**src/rtl/snn_pkg.sv**
```systemverilog
// -----------------------------------------------------------------------------
// snn_pkg
// Shared definitions for the spiking-network readout blocks.
//   state_e    : controller state encoding of the spike-rate decoder
//   DEF_CNT_W  : default per-channel spike counter width
//   DEF_WIN_W  : default window length / window counter width
//   CNT_MAX    : saturation value of a default-width spike counter
// -----------------------------------------------------------------------------
package snn_pkg;

  localparam int DEF_CNT_W = 8;
  localparam int DEF_WIN_W = 8;

  localparam logic [DEF_CNT_W-1:0] CNT_MAX = '1;

  // COLLECT : counting spikes inside the current window
  // SCAN    : sequential argmax over the channel counters
  // HOLD    : result presented, waiting for the consumer
  typedef enum logic [1:0] {
    COLLECT = 2'd0,
    SCAN    = 2'd1,
    HOLD    = 2'd2
  } state_e;

endpackage

```
**src/rtl/sat_counter.sv**
```systemverilog
// -----------------------------------------------------------------------------
// sat_counter
// Increment-by-one counter that sticks at its all-ones value.
// Ports:
//   clk    in  system clock, rising edge
//   reset  in  synchronous active-high reset, clears the count
//   clr_i  in  synchronous clear (priority over inc_i)
//   inc_i  in  add one this cycle unless already saturated
//   cnt_o  out current count
// -----------------------------------------------------------------------------
module sat_counter #(
  parameter int CNT_W = 8
) (
  input  logic             clk,
  input  logic             reset,
  input  logic             clr_i,
  input  logic             inc_i,
  output logic [CNT_W-1:0] cnt_o
);

  logic [CNT_W-1:0] cnt_q;
  logic [CNT_W-1:0] cnt_d;

  always_comb begin
    // NOTE: the default assignment first gives cnt_d a value on every path,
    // so no latch is inferred when neither clear nor increment is active.
    cnt_d = cnt_q;
    if (clr_i) begin
      cnt_d = '0;
    end else if (inc_i && (cnt_q != '1)) begin
      cnt_d = cnt_q + CNT_W'(1);
    end
  end

  // NOTE: these counters are explicitly reset because the argmax scan reads
  // every one of them; an unreset count would leak X into the result.
  always_ff @(posedge clk) begin
    // NOTE: non-blocking assignment so every flop samples pre-edge values.
    if (reset) begin
      cnt_q <= '0;
    end else begin
      cnt_q <= cnt_d;
    end
  end

  assign cnt_o = cnt_q;

endmodule

```
**src/rtl/spike_rate_decoder.sv**
```systemverilog
// -----------------------------------------------------------------------------
// spike_rate_decoder
// Counts spikes per channel over a programmable window, then runs a
// one-channel-per-cycle argmax and offers the winning class on a
// valid/ready interface.
// Ports:
//   clk          in   system clock, rising edge
//   reset        in   synchronous active-high reset
//   en           in   time-step enable (spikes counted, window advanced)
//   spike_in     in   one spike bit per channel
//   window_len   in   time steps per window, 0 behaves as 1
//   out_ready    in   consumer accepts the result
//   out_valid    out  result available
//   class_idx    out  winning channel index (lowest index on ties)
//   class_count  out  spike count of the winning channel
//   no_spike     out  every channel count was zero
//   missed       out  registered flag: spikes arrived outside COLLECT
//   busy         out  high in SCAN and HOLD
// -----------------------------------------------------------------------------
module spike_rate_decoder
  import snn_pkg::*;
#(
  parameter int N_CH  = 4,
  parameter int CNT_W = DEF_CNT_W,
  parameter int WIN_W = DEF_WIN_W,
  parameter int IDX_W = $clog2(N_CH)
) (
  input  logic             clk,
  input  logic             reset,
  input  logic             en,
  input  logic [N_CH-1:0]  spike_in,
  input  logic [WIN_W-1:0] window_len,
  input  logic             out_ready,
  output logic             out_valid,
  output logic [IDX_W-1:0] class_idx,
  output logic [CNT_W-1:0] class_count,
  output logic             no_spike,
  output logic             missed,
  output logic             busy
);

  state_e           state_q,       state_d;
  logic [WIN_W-1:0] win_cnt_q,     win_cnt_d;
  logic [WIN_W-1:0] len_q,         len_d;
  logic [IDX_W-1:0] scan_idx_q,    scan_idx_d;
  logic [IDX_W-1:0] best_idx_q,    best_idx_d;
  logic [CNT_W-1:0] best_cnt_q,    best_cnt_d;
  logic [IDX_W-1:0] class_idx_q,   class_idx_d;
  logic [CNT_W-1:0] class_count_q, class_count_d;
  logic             out_valid_q,   out_valid_d;
  logic             no_spike_q,    no_spike_d;
  logic             missed_q,      missed_d;

  logic [CNT_W-1:0] cnt [N_CH];
  logic [N_CH-1:0]  cnt_inc;
  logic             collect_step;
  logic             handshake;
  logic [WIN_W-1:0] len_in;
  logic [WIN_W-1:0] cur_len;
  logic [CNT_W-1:0] cand_cnt;
  logic             take;

  assign collect_step = en && (state_q == COLLECT);
  assign handshake    = (state_q == HOLD) && out_valid_q && out_ready;
  assign cnt_inc      = collect_step ? spike_in : '0;

  for (genvar g = 0; g < N_CH; g++) begin : g_cnt
    sat_counter #(
      .CNT_W (CNT_W)
    ) u_cnt (
      .clk   (clk),
      .reset (reset),
      .clr_i (handshake),
      .inc_i (cnt_inc[g]),
      .cnt_o (cnt[g])
    );
  end

  // The first step of a window uses the live length input (so a length of 1
  // closes immediately); later steps use the value latched on that first step.
  assign len_in  = (window_len == '0) ? WIN_W'(1) : window_len;
  assign cur_len = (win_cnt_q == '0) ? len_in : len_q;

  // Index 0 unconditionally seeds the running best; strict '>' keeps the
  // lowest index on ties.
  assign cand_cnt = cnt[scan_idx_q];
  assign take     = (scan_idx_q == '0) || (cand_cnt > best_cnt_q);

  always_comb begin
    state_d       = state_q;
    win_cnt_d     = win_cnt_q;
    len_d         = len_q;
    scan_idx_d    = scan_idx_q;
    best_idx_d    = best_idx_q;
    best_cnt_d    = best_cnt_q;
    class_idx_d   = class_idx_q;
    class_count_d = class_count_q;
    out_valid_d   = out_valid_q;
    no_spike_d    = no_spike_q;
    missed_d      = en && (|spike_in) && (state_q != COLLECT);

    unique case (state_q)
      COLLECT: begin
        if (en) begin
          if (win_cnt_q == '0) begin
            len_d = len_in;
          end
          if (win_cnt_q == (cur_len - WIN_W'(1))) begin
            win_cnt_d  = '0;
            scan_idx_d = '0;
            state_d    = SCAN;
          end else begin
            win_cnt_d = win_cnt_q + WIN_W'(1);
          end
        end
      end

      SCAN: begin
        best_cnt_d = take ? cand_cnt   : best_cnt_q;
        best_idx_d = take ? scan_idx_q : best_idx_q;
        if (scan_idx_q == IDX_W'(N_CH - 1)) begin
          // Publish this cycle's comparison result directly.
          state_d       = HOLD;
          scan_idx_d    = '0;
          out_valid_d   = 1'b1;
          class_idx_d   = best_idx_d;
          class_count_d = best_cnt_d;
          no_spike_d    = (best_cnt_d == '0);
        end else begin
          scan_idx_d = scan_idx_q + IDX_W'(1);
        end
      end

      HOLD: begin
        if (handshake) begin
          out_valid_d = 1'b0;
          state_d     = COLLECT;
        end
      end

      default: begin
        state_d = COLLECT;
      end
    endcase
  end

  always_ff @(posedge clk) begin
    if (reset) begin
      state_q       <= COLLECT;
      win_cnt_q     <= '0;
      len_q         <= '0;
      scan_idx_q    <= '0;
      best_idx_q    <= '0;
      best_cnt_q    <= '0;
      class_idx_q   <= '0;
      class_count_q <= '0;
      out_valid_q   <= 1'b0;
      no_spike_q    <= 1'b0;
      missed_q      <= 1'b0;
    end else begin
      state_q       <= state_d;
      win_cnt_q     <= win_cnt_d;
      len_q         <= len_d;
      scan_idx_q    <= scan_idx_d;
      best_idx_q    <= best_idx_d;
      best_cnt_q    <= best_cnt_d;
      class_idx_q   <= class_idx_d;
      class_count_q <= class_count_d;
      out_valid_q   <= out_valid_d;
      no_spike_q    <= no_spike_d;
      missed_q      <= missed_d;
    end
  end

  assign out_valid   = out_valid_q;
  assign class_idx   = class_idx_q;
  assign class_count = class_count_q;
  assign no_spike    = no_spike_q;
  assign missed      = missed_q;
  assign busy        = (state_q != COLLECT);

endmodule

```
**config.mk**
```make
export PLATFORM = sky130hd
export DESIGN_NAME = spike_rate_decoder
export DESIGN_NICKNAME = d
export VERILOG_FILES = /design/src/rtl/snn_pkg.sv /design/src/rtl/sat_counter.sv /design/src/rtl/spike_rate_decoder.sv
export SDC_FILE = /design/constraint.sdc
export NUM_CORES = 1
export LEC_CHECK = 0
export CAP_MARGIN = 0
export CORE_MARGIN = 2
export CORE_UTILIZATION = 55
export CTS_BUF_LIST = sky130_fd_sc_hd__clkbuf_4
export CTS_CLUSTER_SIZE = 14
export DETAILED_ROUTE_END_ITERATION = 10
export GPL_ROUTABILITY_DRIVEN = 0
export PLACE_DENSITY = 0.75
export SYNTH_ARGS = -nofsm -noshare
export SYNTH_HDL_FRONTEND = slang
export SYNTH_SLANG_ARGS = --single-unit
export TNS_END_PERCENT = 50
```
**constraint.sdc**
```tcl
create_clock -name clk -period 3.3 [get_ports clk]
set_clock_uncertainty 0.05 [all_clocks]
set_input_delay 0.825 -clock clk [delete_from_list [all_inputs] [get_ports clk]]
set_output_delay 0.825 -clock clk [all_outputs]
set_load 0.01 [all_outputs]
```
# ---- Word-level counts from Yosys, hierarchy flattened
# Cells that the tools add are included.
dict set report classes {
  n_addsub 7
  n_lt_le_gt_ge 2
  n_eq_ne 12
  n_mux 21
  bitwise_logic 1
  n_reduce_logical 25
}
# operator n
set op_table {}
lappend op_table {{$mux W8} 6}
lappend op_table {{$add A8 B1 Y8 const B} 5}
lappend op_table {{$ne A8 B8 Y1 const B} 4}
lappend op_table {{$logic_not A8 Y1} 3}
lappend op_table {{$bmux W8 S2} 1}
lappend op_table {{$mux W2} 8}
lappend op_table {{$logic_and A1 B1 Y1} 9}
lappend op_table {{$eq A8 B8 Y1} 1}
lappend op_table {{$gt A8 B8 Y1} 1}
lappend op_table {{$sub A8 B1 Y8 const B} 1}
lappend op_table {{$pmux W2 S3} 1}
lappend op_table {{$reduce_and A3 Y1} 2}
lappend op_table {{$reduce_bool A2 Y1} 3}
lappend op_table {{$eq A2 B2 Y1 const B} 2}
lappend op_table {{$logic_not A2 Y1} 2}
lappend op_table {{$mux W4} 1}
lappend op_table {{$ne A2 B1 Y1 const B} 2}
lappend op_table {{$ne A2 B2 Y1 const B} 2}
lappend op_table {{$pmux W2 S2} 1}
lappend op_table {{$reduce_and A2 Y1} 2}
lappend op_table {{$reduce_and A4 Y1} 1}
lappend op_table {{$reduce_or A4 Y1} 1}
lappend op_table {{$ge A3 B3 Y1 const B} 1}
lappend op_table {{$not A2 Y3} 1}
lappend op_table {{other kinds (6)} 7}
dict set report totals {
  register_bits 75
  in_bits 16
  output_inout_bits 14
  word_cells 83
}

# ---- Logic depth before layout (Yosys ltp)
# Gate-level depths: netlist (run 1).
dict set report depth {
  depth_word 8
  ltp_mapped 12
}

# ---- Modules after synthesis
# Synthesis (run 1) repeated with hierarchy kept, for this count alone.
dict set report hier_totals {
  cells_unflattened 535
  area_unflattened_um2 4688.2
}
# module instances cells_per_inst area_each_um2 seq_area_each_um2
set by_module_without_submodules {}
lappend by_module_without_submodules {spike_rate_decoder 1 347 2946.6 860.8}
lappend by_module_without_submodules {sat_counter 4 47 435.4 160.2}

# ---- Worst setup path before layout (run 1)
# No wires, ideal clock.
dict set report synth_path {
  path_type {flip-flop to flip-flop}
  from {register scan_idx_q[1]}
  to {register class_count_q[3], in the netlist class_count[3]}
  arrival_time_ps 3054
  required_ps 3112
  setup_slack_ps 59
  stages_incl_launch_ff 11
  n_path_buf 2
  period_less_slack_ps 3241
  path_cell_list {dfxtp_1 clkbuf_1 mux4_2 ha_1 a21oi_1 o221a_2 o221ai_1 a21oi_1 clkbuf_1 mux2i_1 a211oi_1}
}
dict set report synth_via {
  elab_chain_cells 7
}
# item line_no
set synth_rtl {}
lappend synth_rtl {{from (decl)} spike_rate_decoder.sv:45} ;# logic [IDX_W-1:0] scan_idx_q, scan_idx_d;
lappend synth_rtl {{from (signal assigned)} spike_rate_decoder.sv:164} ;# scan_idx_q <= scan_idx_d;
lappend synth_rtl {{$not A2 Y3 (implied by the code)} spike_rate_decoder.sv:86} ;# assign cand_cnt = cnt[scan_idx_q];
lappend synth_rtl {{$bmux W8 S2} spike_rate_decoder.sv:86}
lappend synth_rtl {{$mux W8 (implied by the code) (2 in series)} spike_rate_decoder.sv:86}
lappend synth_rtl {{$gt A8 B8 Y1} spike_rate_decoder.sv:87} ;# assign take = (scan_idx_q == '0) || (cand_cnt > best_cnt_q);
lappend synth_rtl {{$logic_or A1 B1 Y1} spike_rate_decoder.sv:87}
lappend synth_rtl {{$mux W8} spike_rate_decoder.sv:119} ;# best_cnt_d = take ? cand_cnt : best_cnt_q;
lappend synth_rtl {{to (signal assigned)} spike_rate_decoder.sv:168} ;# class_count_q <= class_count_d;
lappend synth_rtl {{to (decl)} spike_rate_decoder.sv:49} ;# logic [CNT_W-1:0] class_count_q, class_count_d;
# Several ways; a longest one is shown, not always the timed one. The select of a mux whose other input is x is not followed.
# A chain may end at the register's enable or synchronous reset.

# ---- Worst setup path after layout (run 1)
dict set report layout_path {
  from {register win_cnt_q[1]}
  to {register win_cnt_q[7]}
}
dict set report layout_via {
  elab_chain_cells 5
}
# item line_no
set layout_rtl {}
lappend layout_rtl {{from (decl)} spike_rate_decoder.sv:43} ;# logic [WIN_W-1:0] win_cnt_q, win_cnt_d;
lappend layout_rtl {{from (signal assigned)} spike_rate_decoder.sv:162} ;# win_cnt_q <= win_cnt_d;
lappend layout_rtl {{$logic_not A8 Y1} spike_rate_decoder.sv:82} ;# assign cur_len = (win_cnt_q == '0) ? len_in : len_q;
lappend layout_rtl {{$mux W8} -}
lappend layout_rtl {{$sub A8 B1 Y8} spike_rate_decoder.sv:108} ;# if (win_cnt_q == (cur_len - WIN_W'(1))) begin
lappend layout_rtl {{$eq A8 B8 Y1} spike_rate_decoder.sv:108}
lappend layout_rtl {{$mux W8 (*)} spike_rate_decoder.sv:108}
# Mark *: on every way between the ends. The rest lies on a longest branch, timed or not.

==> flow_metrics.py, run 1 <==
metrics = {
    "status": {
        "outcome": "completed",
    },
    "worst_setup_path": {
        "end_kind": "register",
        "startpoint_type": "register",
        "crit_path_max_fanout": 9,
        "cp.arrival_ps": 3400,
        "crit_type": "reg -> reg",
        "crit_required_ps": 3560,
    },
    "sta": {
        "setup_violations": 0,
        "fin_ws_ps": 163,
        "period_minus_slack_ps": 3140,
        "fin_hold_ws_ps": 457,
        "max_slew_margin_pct": 54.5,
        "slew_viol_final": 0,
        "finalHoldViolations": 0,
        "min_period_over_period_pct": 95.1,
        "fmax_mhz": 319,
        "worst_pin_slew_ps": 683,
        "setup_tns_ps": 0,
    },
    "yosys": {
        "synth_cells": 482,
        "ys_seq_area_share_pct": 36.1,
        "synth.area.top_cells": "dfxtp_1 36%, ha_1 5.1%, nor2_1 5.1%",
        "yosysMostFrequentCell": "dfxtp_1",
        "synth_ff_type": "dfxtp_1",
        "netlist_area_um2": 4160,
        "yosys-top-cells-count": "75 x dfxtp_1, 56 x nor2_1, 40 x a21oi_1",
        "synth.largest_area_cell": "dfxtp_1",
        "yosysWarnings": 0,
        "synth_nets": 515,
        "avgSynthCellArea_um2": 8.63,
        "synth_edf_count": 0,
        "async_flop_share_pct": 0,
        "ys_seq_elements": 75,
        "synth_top_area_share_pct": 36.1,
        "ys_types": 53,
    },
    "route": {
        "via_per_inst": 5.80,
        "detail-route-antenna-nets": 0,
        "wire_per_inst_um": 15.1,
        "drt_pass1_iterations": 5,
        "wl_mm": 9.53,
        "routed-via-count": 3646,
        "drtIter0Drc": 240,
        "drc": 0,
    },
    "finish": {
        "fillCellCount": 653,
        "nNetsFinal": 558,
        "post-route-util_pct": 65.0,
        "n_antenna_cell": 0,
        "fin_cells": 629,
        "drive_gt1_share_pct": 12.1,
        "syn_to_final_growth_pct": 13.9,
        "final_area_um2": 4740,
    },
    "clock_network": {
        "numClockSinks": 75,
        "clk_latency_ps": 430,
        "cts_tree": "done",
        "ctsLongestPathBuffers": 2,
        "cts_root_buf": "clkbuf_4",
        "clk_pin_slew_worst_paths_ps": 110,
        "htree_levels": 3,
        "cts_buffers": 9,
        "hold_buffers": 0,
    },
    "placed_design": {
        "hpwl_mm": 6.90,
        "pre_cts_ws_ps": -132,
        "portBuffers": 29,
        "dp_cells": 609,
        "placed_cell_area_um2": 4600,
    },
    "floorplanning": {
        "coreArea_um2": 7290,
        "rows": 31,
        "fp.dieW_um": 91.0,
        "start_util_pct": 57.1,
        "num_io_pins": 30,
        "fp.dieH_um": 91.0,
        "dieArea_um2": 8280,
    },
    "job": {
        "cap_viol_max_count": 0,
    },
    "power_and_ir_drop": {
        "leakagePower_nw": 1.78,
        "power.density_nw_per_um2": 363,
        "ir_drop_uv": 263,
        "power.total_mw": 1.72,
    },
    "global_route": {
        "grt_remaining_overflow": 0,
        "antenna_found_initial": 0,
        "grt_max_degree": 34,
        "first_global_vias": 3297,
        "grt_pass1_wl_mm": 15.4,
        "groute.usage.overall_pct": 23.0,
    },
    "worst_hold_path": {
        "hold_class": "reg -> reg",
    },
}
[logic make-up (layout without fill, tap and decap cells)]
group	Yosys count	in the layout	share of synthesized area [%]
AO/OA/AOI/OAI	102	102	15.5
adder cells (fa/ha/maj)	17	17	5.11
XOR/XNOR	31	31	6.52
multiplexers	26	26	8.69
AND/OR/NAND/NOR	181	181	22.0
buffers and inverters	50	98	6.10
flip-flops	75	75	36.1
[repair_timing]
item | in CTS | in global routing
hold endpoints to repair | 0 | 0
buffers inserted | 0 | 4
endpoints found under the setup margin | 0 | 12
gates resized for setup | 0 | 1
[cell type report]
| class | count | area (µm²) | area share, % |
|---|---|---|---|
| Inverter | 26 | 97.6 | 2.06 |
| Sequential cell | 75 | 1500 | 31.7 |
| Clock inverter | 3 | 15.0 | 0.317 |
| Clock buffer | 13 | 97.6 | 2.06 |
| Multi-Input combinational cell | 357 | 2410 | 50.8 |
| Timing Repair Buffer | 56 | 493 | 10.4 |
| Tap cell | 99 | 124 | 2.61 |
[cell usage in the layout, fill, tap and decap left out, drive strengths merged, types with 4 or more instances in the layout]
cell,synthesis,layout
xnor2,7,7
nand2,37,37
inv,26,26
nor2,57,57
ha,17,17
o21ai,20,20
nand4,15,15
mux4,8,8
xor2,24,24
or3,13,13
nand3,14,14
dfxtp,75,75
buf,6,27
nor4,9,9
mux2i,17,17
o211a,4,4
a211oi,13,13
a21oi,41,41
nor3,16,16
clkbuf,17,13
clkdlybuf4s50,0,29
and3,6,6
[state kept, by name, summed over array words and instances (netlist names)]
name,flops
best_cnt_q,8
g_cnt.u_cnt.cnt_o,32
missed,1
scan_idx_q,2
no_spike,1
class_count,8
len_q,8
win_cnt_q,8
state_q,2
best_idx_q,2
class_idx,2
out_valid,1
[report_power, final]
group | switching [mW] | total (mW) | internal [mW]
Clock | 0.305 | 0.491 | 0.186
Sequential | 0.0241 | 0.947 | 0.923
Combinational | 0.147 | 0.282 | 0.134
Total | 0.476 | 1.72 | 1.24
[routing by layer]
metal / up-vias / global-route usage, % / wire, µm
met2: 117 / 37.0 / 4500
met1: 1691 / 30.7 / 4350
li1: 1818 / - / -
met3: 20 / 4.48 / 479
met4: 0 / 8.46 / 195
met5: - / 0 / 0
[worst paths after layout]
path | startpoint | to | slack [ps] | cells after the start
worst min register to register | class_count[7]$_SDFFE_PP0P_ | class_count[7]$_SDFFE_PP0P_ | 460 | 2
worst max register to register | win_cnt_q[1]$_SDFFE_PP0P_ | win_cnt_q[7]$_SDFFE_PP0P_ | 160 | 12
worst max-delay path | win_cnt_q[1]$_SDFFE_PP0P_ | win_cnt_q[7]$_SDFFE_PP0P_ | 160 | 12
worst min-delay path | class_count[7]$_SDFFE_PP0P_ | class_count[7]$_SDFFE_PP0P_ | 460 | 2
[worst max-delay path, stage by stage (launching register included)]
cell and delay, ps:
dfxtp_1 400, inv_1 100, ha_1 150, or4b_4 510, nor2_4 240, mux2i_1 260, ha_1 230, xor2_1 210
xnor2_1 100, a211oi_1 270, nor4b_4 230, buf_4 190, nor3_1 70
Note: power is estimated with default switching activity, not from simulation.
==> run 2: changes to the inputs <==
--- a/config.mk
+++ b/config.mk
@@ -13,6 +13,8 @@
 export DETAILED_ROUTE_END_ITERATION = 10
 export GPL_ROUTABILITY_DRIVEN = 0
 export PLACE_DENSITY = 0.75
+export SETUP_SLACK_MARGIN = 0.05
+export SKIP_CTS_REPAIR_TIMING = 1
 export SYNTH_ARGS = -nofsm -noshare
 export SYNTH_HDL_FRONTEND = slang
 export SYNTH_SLANG_ARGS = --single-unit
==> run 2 against run 1 <==
Effect of this change: clock power hardly changed; register-to-register slack gained 80 ps; hold slack about the same; power is 0.31% higher; first-iteration DRC count fell by 1.7%; sequential cell count stayed put; largest cell class unchanged.
==> flow_metrics.py, run 2 (same netlist as run 1, synthesis figures left out) <==
metrics = {
    "route": {
        "wire_per_inst_um": 15.1,
        "drt_pass1_iterations": 5,
        "routed-via-count": 3667,
        "detail-route-antenna-nets": 0,
        "via_per_inst": 5.82,
        "drc": 0,
        "wl_mm": 9.53,
        "drtIter0Drc": 236,
    },
    "worst_setup_path": {
        "crit_path_max_fanout": 8,
        "rrSetupSlack_ps": 240,
        "cpMostUsedCell": "ha_1",
        "crit_buf_inv": 2,
        "cp_cell_sequence": "inv_1 -> ha_1 -> or4b_4 -> nor2_4 -> mux2i_1 -> ha_1 -> xor2_1 -> xnor2_1 -> a211oi_2 -> nor4b_4 -> buf_4 -> nor3_1",
        "r2r_cells": 12,
        "r2r-start": "win_cnt_q[1]$_SDFFE_PP0P_",
        "crit_type": "reg -> reg",
        "crit_start": "win_cnt_q[1]$_SDFFE_PP0P_",
        "crit_required_ps": 3560,
        "critPathTopFamily": "simple AND/OR/NAND/NOR gates",
        "end_kind": "register",
        "max_stage_delay_ps": 510,
        "worstReg2RegEnd": "win_cnt_q[7]$_SDFFE_PP0P_",
        "startpoint_type": "register",
        "crit_end": "win_cnt_q[7]$_SDFFE_PP0P_",
        "path_depth": 12,
        "cp.arrival_ps": 3330,
        "cpMaxStageDelayCell": "or4b_4",
    },
    "clock_network": {
        "ctsLongestPathBuffers": 2,
        "cts_buffers": 9,
        "numClockSinks": 75,
        "clk_pin_slew_worst_paths_ps": 110,
        "cts_root_buf": "clkbuf_4",
        "clk_latency_ps": 430,
        "cts_tree": "done",
        "htree_levels": 3,
    },
    "floorplanning": {
        "num_io_pins": 30,
        "coreArea_um2": 7290,
        "start_util_pct": 57.1,
        "fp.dieH_um": 91.0,
        "rows": 31,
        "fp.dieW_um": 91.0,
        "dieArea_um2": 8280,
    },
    "finish": {
        "post-route-util_pct": 65.2,
        "final_common_cell": "dfxtp_1",
        "nNetsFinal": 559,
        "fillCellCount": 651,
        "final_cell_mix": "74 x dfxtp_1, 56 x nor2_1, 39 x a21oi_1",
        "largest_reg_flops": 32,
        "n_antenna_cell": 0,
        "syn_to_final_growth_pct": 14.2,
        "fin_cells": 630,
        "drive_gt1_share_pct": 12.4,
    },
    "sta": {
        "max_slew_margin_pct": 55.4,
        "worst_pin_slew_ps": 669,
        "min_period_over_period_pct": 92.8,
        "finalHoldViolations": 0,
        "fin_ws_ps": 238,
        "setup_violations": 0,
        "rsz0062_at_grt": "false",
        "setup_tns_ps": 0,
        "period_minus_slack_ps": 3060,
        "slew_viol_final": 0,
        "fmax_mhz": 327,
    },
    "global_route": {
        "first_global_vias": 3297,
        "antenna_found_initial": 0,
        "grt_remaining_overflow": 0,
        "groute.usage.overall_pct": 23.0,
        "grt_max_degree": 34,
        "grt_pass1_wl_mm": 15.4,
    },
    "power_and_ir_drop": {
        "comb_power_share_pct": 16.6,
        "ir_drop_uv": 263,
        "leakagePower_nw": 1.78,
        "p_int_mw": 1.25,
        "power.density_nw_per_um2": 363,
        "switching_share_pct": 27.8,
        "switching_power_mw": 0.479,
        "pwr-share-clk_pct": 28.5,
        "power_frac_seq_pct": 54.9,
    },
    "placed_design": {
        "hpwl_mm": 6.90,
        "dp_cells": 609,
        "portBuffers": 29,
        "pre_cts_ws_ps": -132,
    },
    "status": {
        "outcome": "completed",
    },
    "worst_hold_path": {
        "hold_class": "reg -> reg",
    },
    "job": {
        "cap_viol_max_count": 0,
    },
}
==> run 2: worst reg2reg max path: cells and delay by family, from the launching register on <==
family / cells / cell delay (ps)
AO/OA/AOI/OAI: 1 / 230
buffers and inverters: 2 / 290
flip-flops: 1 / 400
AND/OR/NAND/NOR: 4 / 1020
XOR/XNOR: 2 / 310
adder cells (fa/ha/maj): 2 / 380
multiplexers: 1 / 260
==> run 2: layout make-up <==
type | count | area [µm²] | share of cell area, %
clock buffer | 13 | 97.6 | 2.05
tap | 99 | 124 | 2.61
sequential | 75 | 1500 | 31.6
clock inverter | 3 | 15.0 | 0.316
timing repair buffer | 57 | 500 | 10.5
multi-input combinational | 357 | 2410 | 50.8
inverter | 26 | 97.6 | 2.05
==> run 2: worst min-delay path by stage <==
stage | from | end | slack (ps) | depth (start not counted)
2_1_floorplan | len_q[0]$_SDFFE_PP0P_ | len_q[0]$_SDFFE_PP0P_ | 410 | 2
3_3_place_gp | best_idx_q[1]$_SDFFE_PP0P_ | best_idx_q[1]$_SDFFE_PP0P_ | 430 | 2
3_5_place_dp | best_idx_q[0]$_SDFFE_PP0P_ | best_idx_q[0]$_SDFFE_PP0P_ | 440 | 2
4_1_cts | class_count[1]$_SDFFE_PP0P_ | class_count[1]$_SDFFE_PP0P_ | 460 | 2
5_1_grt | len_q[1]$_SDFFE_PP0P_ | len_q[1]$_SDFFE_PP0P_ | 490 | 2
6_report | class_count[7]$_SDFFE_PP0P_ | class_count[7]$_SDFFE_PP0P_ | 460 | 2
==> run 2: through the flow <==
step | area, µm² | total power, mW | hold slack [ps]
6_report | 4750 | 1.72 | 457
5_1_grt | 4750 | 1.80 | 485
4_1_cts | 4710 | 1.72 | 461
3_5_place_dp | 4600 | 1.23 | 438
3_3_place_gp | 4600 | 1.22 | 426
2_1_floorplan | 4160 | 1.15 | 405
==> run 2: per-layer routing <==
| metal | share of wire, % | global-route usage [%] | wire length (µm) |
|---|---|---|---|
| met3 | 4.6 | 4.48 | 443 |
| met4 | 2.0 | 8.46 | 188 |
| met1 | 46 | 30.7 | 4410 |
| met5 | 0 | 0 | 0 |
| met2 | 47 | 37.0 | 4490 |
==> run 2: power groups by stage <==
stage                     logic, mW  registers (mW)  clock network [mW]
after floorplan               0.190           0.958                   0
after global placement        0.257           0.965                   0
after detailed placement      0.263           0.966                   0
after CTS                     0.264           0.946               0.506
after global routing          0.315           0.950               0.536
final                         0.287           0.946               0.491
==> run 3: changes to the inputs <==
--- a/config.mk
+++ b/config.mk
@@ -7,12 +7,14 @@
 export LEC_CHECK = 0
 export CAP_MARGIN = 0
 export CORE_MARGIN = 2
-export CORE_UTILIZATION = 55
+export CORE_UTILIZATION = 60
 export CTS_BUF_LIST = sky130_fd_sc_hd__clkbuf_4
 export CTS_CLUSTER_SIZE = 14
 export DETAILED_ROUTE_END_ITERATION = 10
+export DONT_BUFFER_PORTS = 1
 export GPL_ROUTABILITY_DRIVEN = 0
-export PLACE_DENSITY = 0.75
+export GPL_TIMING_DRIVEN = 0
+export PLACE_DENSITY = 0.76
 export SETUP_SLACK_MARGIN = 0.05
 export SKIP_CTS_REPAIR_TIMING = 1
 export SYNTH_ARGS = -nofsm -noshare
==> run 3 against run 2 <==
Effect of this change: final cell count decreased by 7.8%; clock power increased by 35%; fmax decreased by 2.1%; utilization increased by 1.3 points; die area decreased by 8.0%; wire length decreased by 1.5%; largest power group unchanged; count of clock-buffer cells in the layout decreased by 4; worst setup slack got worse by 65 ps; critical path type unchanged; global-route usage increased by 3.0 points.
==> flow_metrics.py, run 3 (same netlist as run 1, synthesis figures left out) <==
metrics = {
    "status": {
        "outcome": "completed",
    },
    "route": {
        "wl_mm": 9.39,
        "drtIter0Drc": 180,
        "drt_pass1_iterations": 4,
        "wire_per_inst_um": 16.2,
        "drc": 0,
        "detail-route-antenna-nets": 0,
        "routed-via-count": 3578,
        "via_per_inst": 6.16,
    },
    "power_and_ir_drop": {
        "power.density_nw_per_um2": 412,
        "power.total_mw": 1.85,
        "ir_drop_uv": 253,
        "leakagePower_nw": 1.66,
    },
    "worst_setup_path": {
        "crit_type": "reg -> reg",
        "r2r_cells": 13,
        "cpMaxStageDelayCell": "or4b_4",
        "cp.arrival_ps": 3390,
        "critPathTopFamily": "simple AND/OR/NAND/NOR gates",
        "crit_required_ps": 3570,
        "crit_path_max_fanout": 10,
        "worstReg2RegEnd": "win_cnt_q[7]$_SDFFE_PP0P_",
        "path_depth": 13,
        "r2r-start": "win_cnt_q[0]$_SDFFE_PP0P_",
        "cp_cell_sequence": "inv_1 -> ha_1 -> or4b_4 -> nor2_4 -> buf_6 -> mux2i_2 -> ha_2 -> xor2_1 -> xnor2_1 -> a211oi_2 -> nor4b_4 -> buf_4 -> nor3_1",
        "rrSetupSlack_ps": 170,
        "startpoint_type": "register",
        "end_kind": "register",
        "crit_buf_inv": 3,
        "max_stage_delay_ps": 510,
        "crit_start": "win_cnt_q[0]$_SDFFE_PP0P_",
    },
    "global_route": {
        "groute.usage.overall_pct": 26.0,
        "first_global_vias": 3355,
        "grt_remaining_overflow": 0,
        "antenna_found_initial": 0,
        "grt_pass1_wl_mm": 15.7,
        "grt_max_degree": 15,
    },
    "floorplanning": {
        "coreArea_um2": 6760,
        "fp.dieH_um": 87.3,
        "num_io_pins": 30,
        "rows": 30,
        "fp.dieW_um": 87.3,
        "start_util_pct": 61.6,
        "dieArea_um2": 7620,
    },
    "finish": {
        "drive_gt1_share_pct": 11.6,
        "post-route-util_pct": 66.5,
        "final_common_cell": "dfxtp_1",
        "largest_reg_flops": 32,
        "syn_to_final_growth_pct": 7.97,
        "final_cell_mix": "73 x dfxtp_1, 55 x nor2_1, 39 x a21oi_1",
        "fillCellCount": 596,
        "n_antenna_cell": 0,
        "nNetsFinal": 529,
    },
    "worst_hold_path": {
        "hold_start": "g_cnt[1].u_cnt.cnt_o[7]$_SDFFE_PP0P_",
        "whs_path_depth": 2,
        "hold_class": "reg -> reg",
        "hold_end": "g_cnt[1].u_cnt.cnt_o[7]$_SDFFE_PP0P_",
    },
    "clock_network": {
        "cts_root_buf": "clkbuf_4",
        "cts_tree": "done",
        "clk_latency_ps": 440,
        "htree_levels": 3,
        "numClockSinks": 75,
        "cts_buffers": 9,
        "clk_pin_slew_worst_paths_ps": 130,
        "ctsLongestPathBuffers": 2,
    },
    "sta": {
        "worst_pin_slew_ps": 786,
        "max_slew_margin_pct": 47.5,
        "rsz0062_at_grt": "false",
        "setup_violations": 0,
        "min_period_over_period_pct": 94.8,
        "slew_viol_final": 0,
        "setup_tns_ps": 0,
        "fmax_mhz": 320,
        "finalHoldViolations": 0,
        "period_minus_slack_ps": 3130,
    },
    "placed_design": {
        "portBuffers": 0,
        "hpwl_mm": 6.90,
    },
    "job": {
        "cap_viol_max_count": 0,
    },
}
-- run 3: layout make-up --
cell class | count | area, µm² | share of cell area (%)
plain buffers | 24 | 169 | 3.76
clock buffers | 9 | 67.6 | 1.50
clock inverters | 7 | 98.8 | 2.20
inverters | 26 | 97.6 | 2.17
multi-input cells | 357 | 2430 | 54.2
flip-flops and latches | 75 | 1500 | 33.5
well taps | 80 | 100 | 2.23
repair buffers | 3 | 22.5 | 0.501
-- run 3: report_power, final --
group,internal (mW),switching [mW],leakage [nW]
registers,0.924,0.0225,0.607
logic,0.105,0.138,0.964
clock network,0.314,0.348,0.0890
total,1.34,0.509,1.66
-- run 3: per-layer routing --
| layer | vias up | wire (µm) | GRT usage [%] |
|---|---|---|---|
| met5 | - | 0 | 0 |
| met4 | 0 | 144 | 9.51 |
| met3 | 12 | 538 | 4.45 |
| met2 | 115 | 4340 | 41.6 |
| met1 | 1695 | 4360 | 35.3 |
| li1 | 1756 | - | - |
-- run 3: how the worst max path moves through the flow --
stage	endpoint	slack (ps)
after floorplan	class_count[3]$_SDFFE_PP0P_	60
after global placement	class_count[3]$_SDFFE_PP0P_	-380
after detailed placement	class_count[3]$_SDFFE_PP0P_	-410
after CTS	class_count[0]$_SDFFE_PP0P_	-490
after global routing	win_cnt_q[2]$_SDFFE_PP0P_	7
final	win_cnt_q[7]$_SDFFE_PP0P_	170
-- run 3: metrics by stage --
stage	setup slack (ps)	instances	hold WS (ps)	area, µm²
floorplan	58.6	482	405	4160
global placement	-382	562	434	4260
detailed placement	-411	562	440	4260
CTS	-492	578	458	4430
global route	7.08	581	474	4490
finish	173	581	465	4490
-- run 3: worst min-delay path: stages (launching register included) --
cell and delay, ps:
dfxtp_1 350, o21ai_0 70, a21oi_1 60
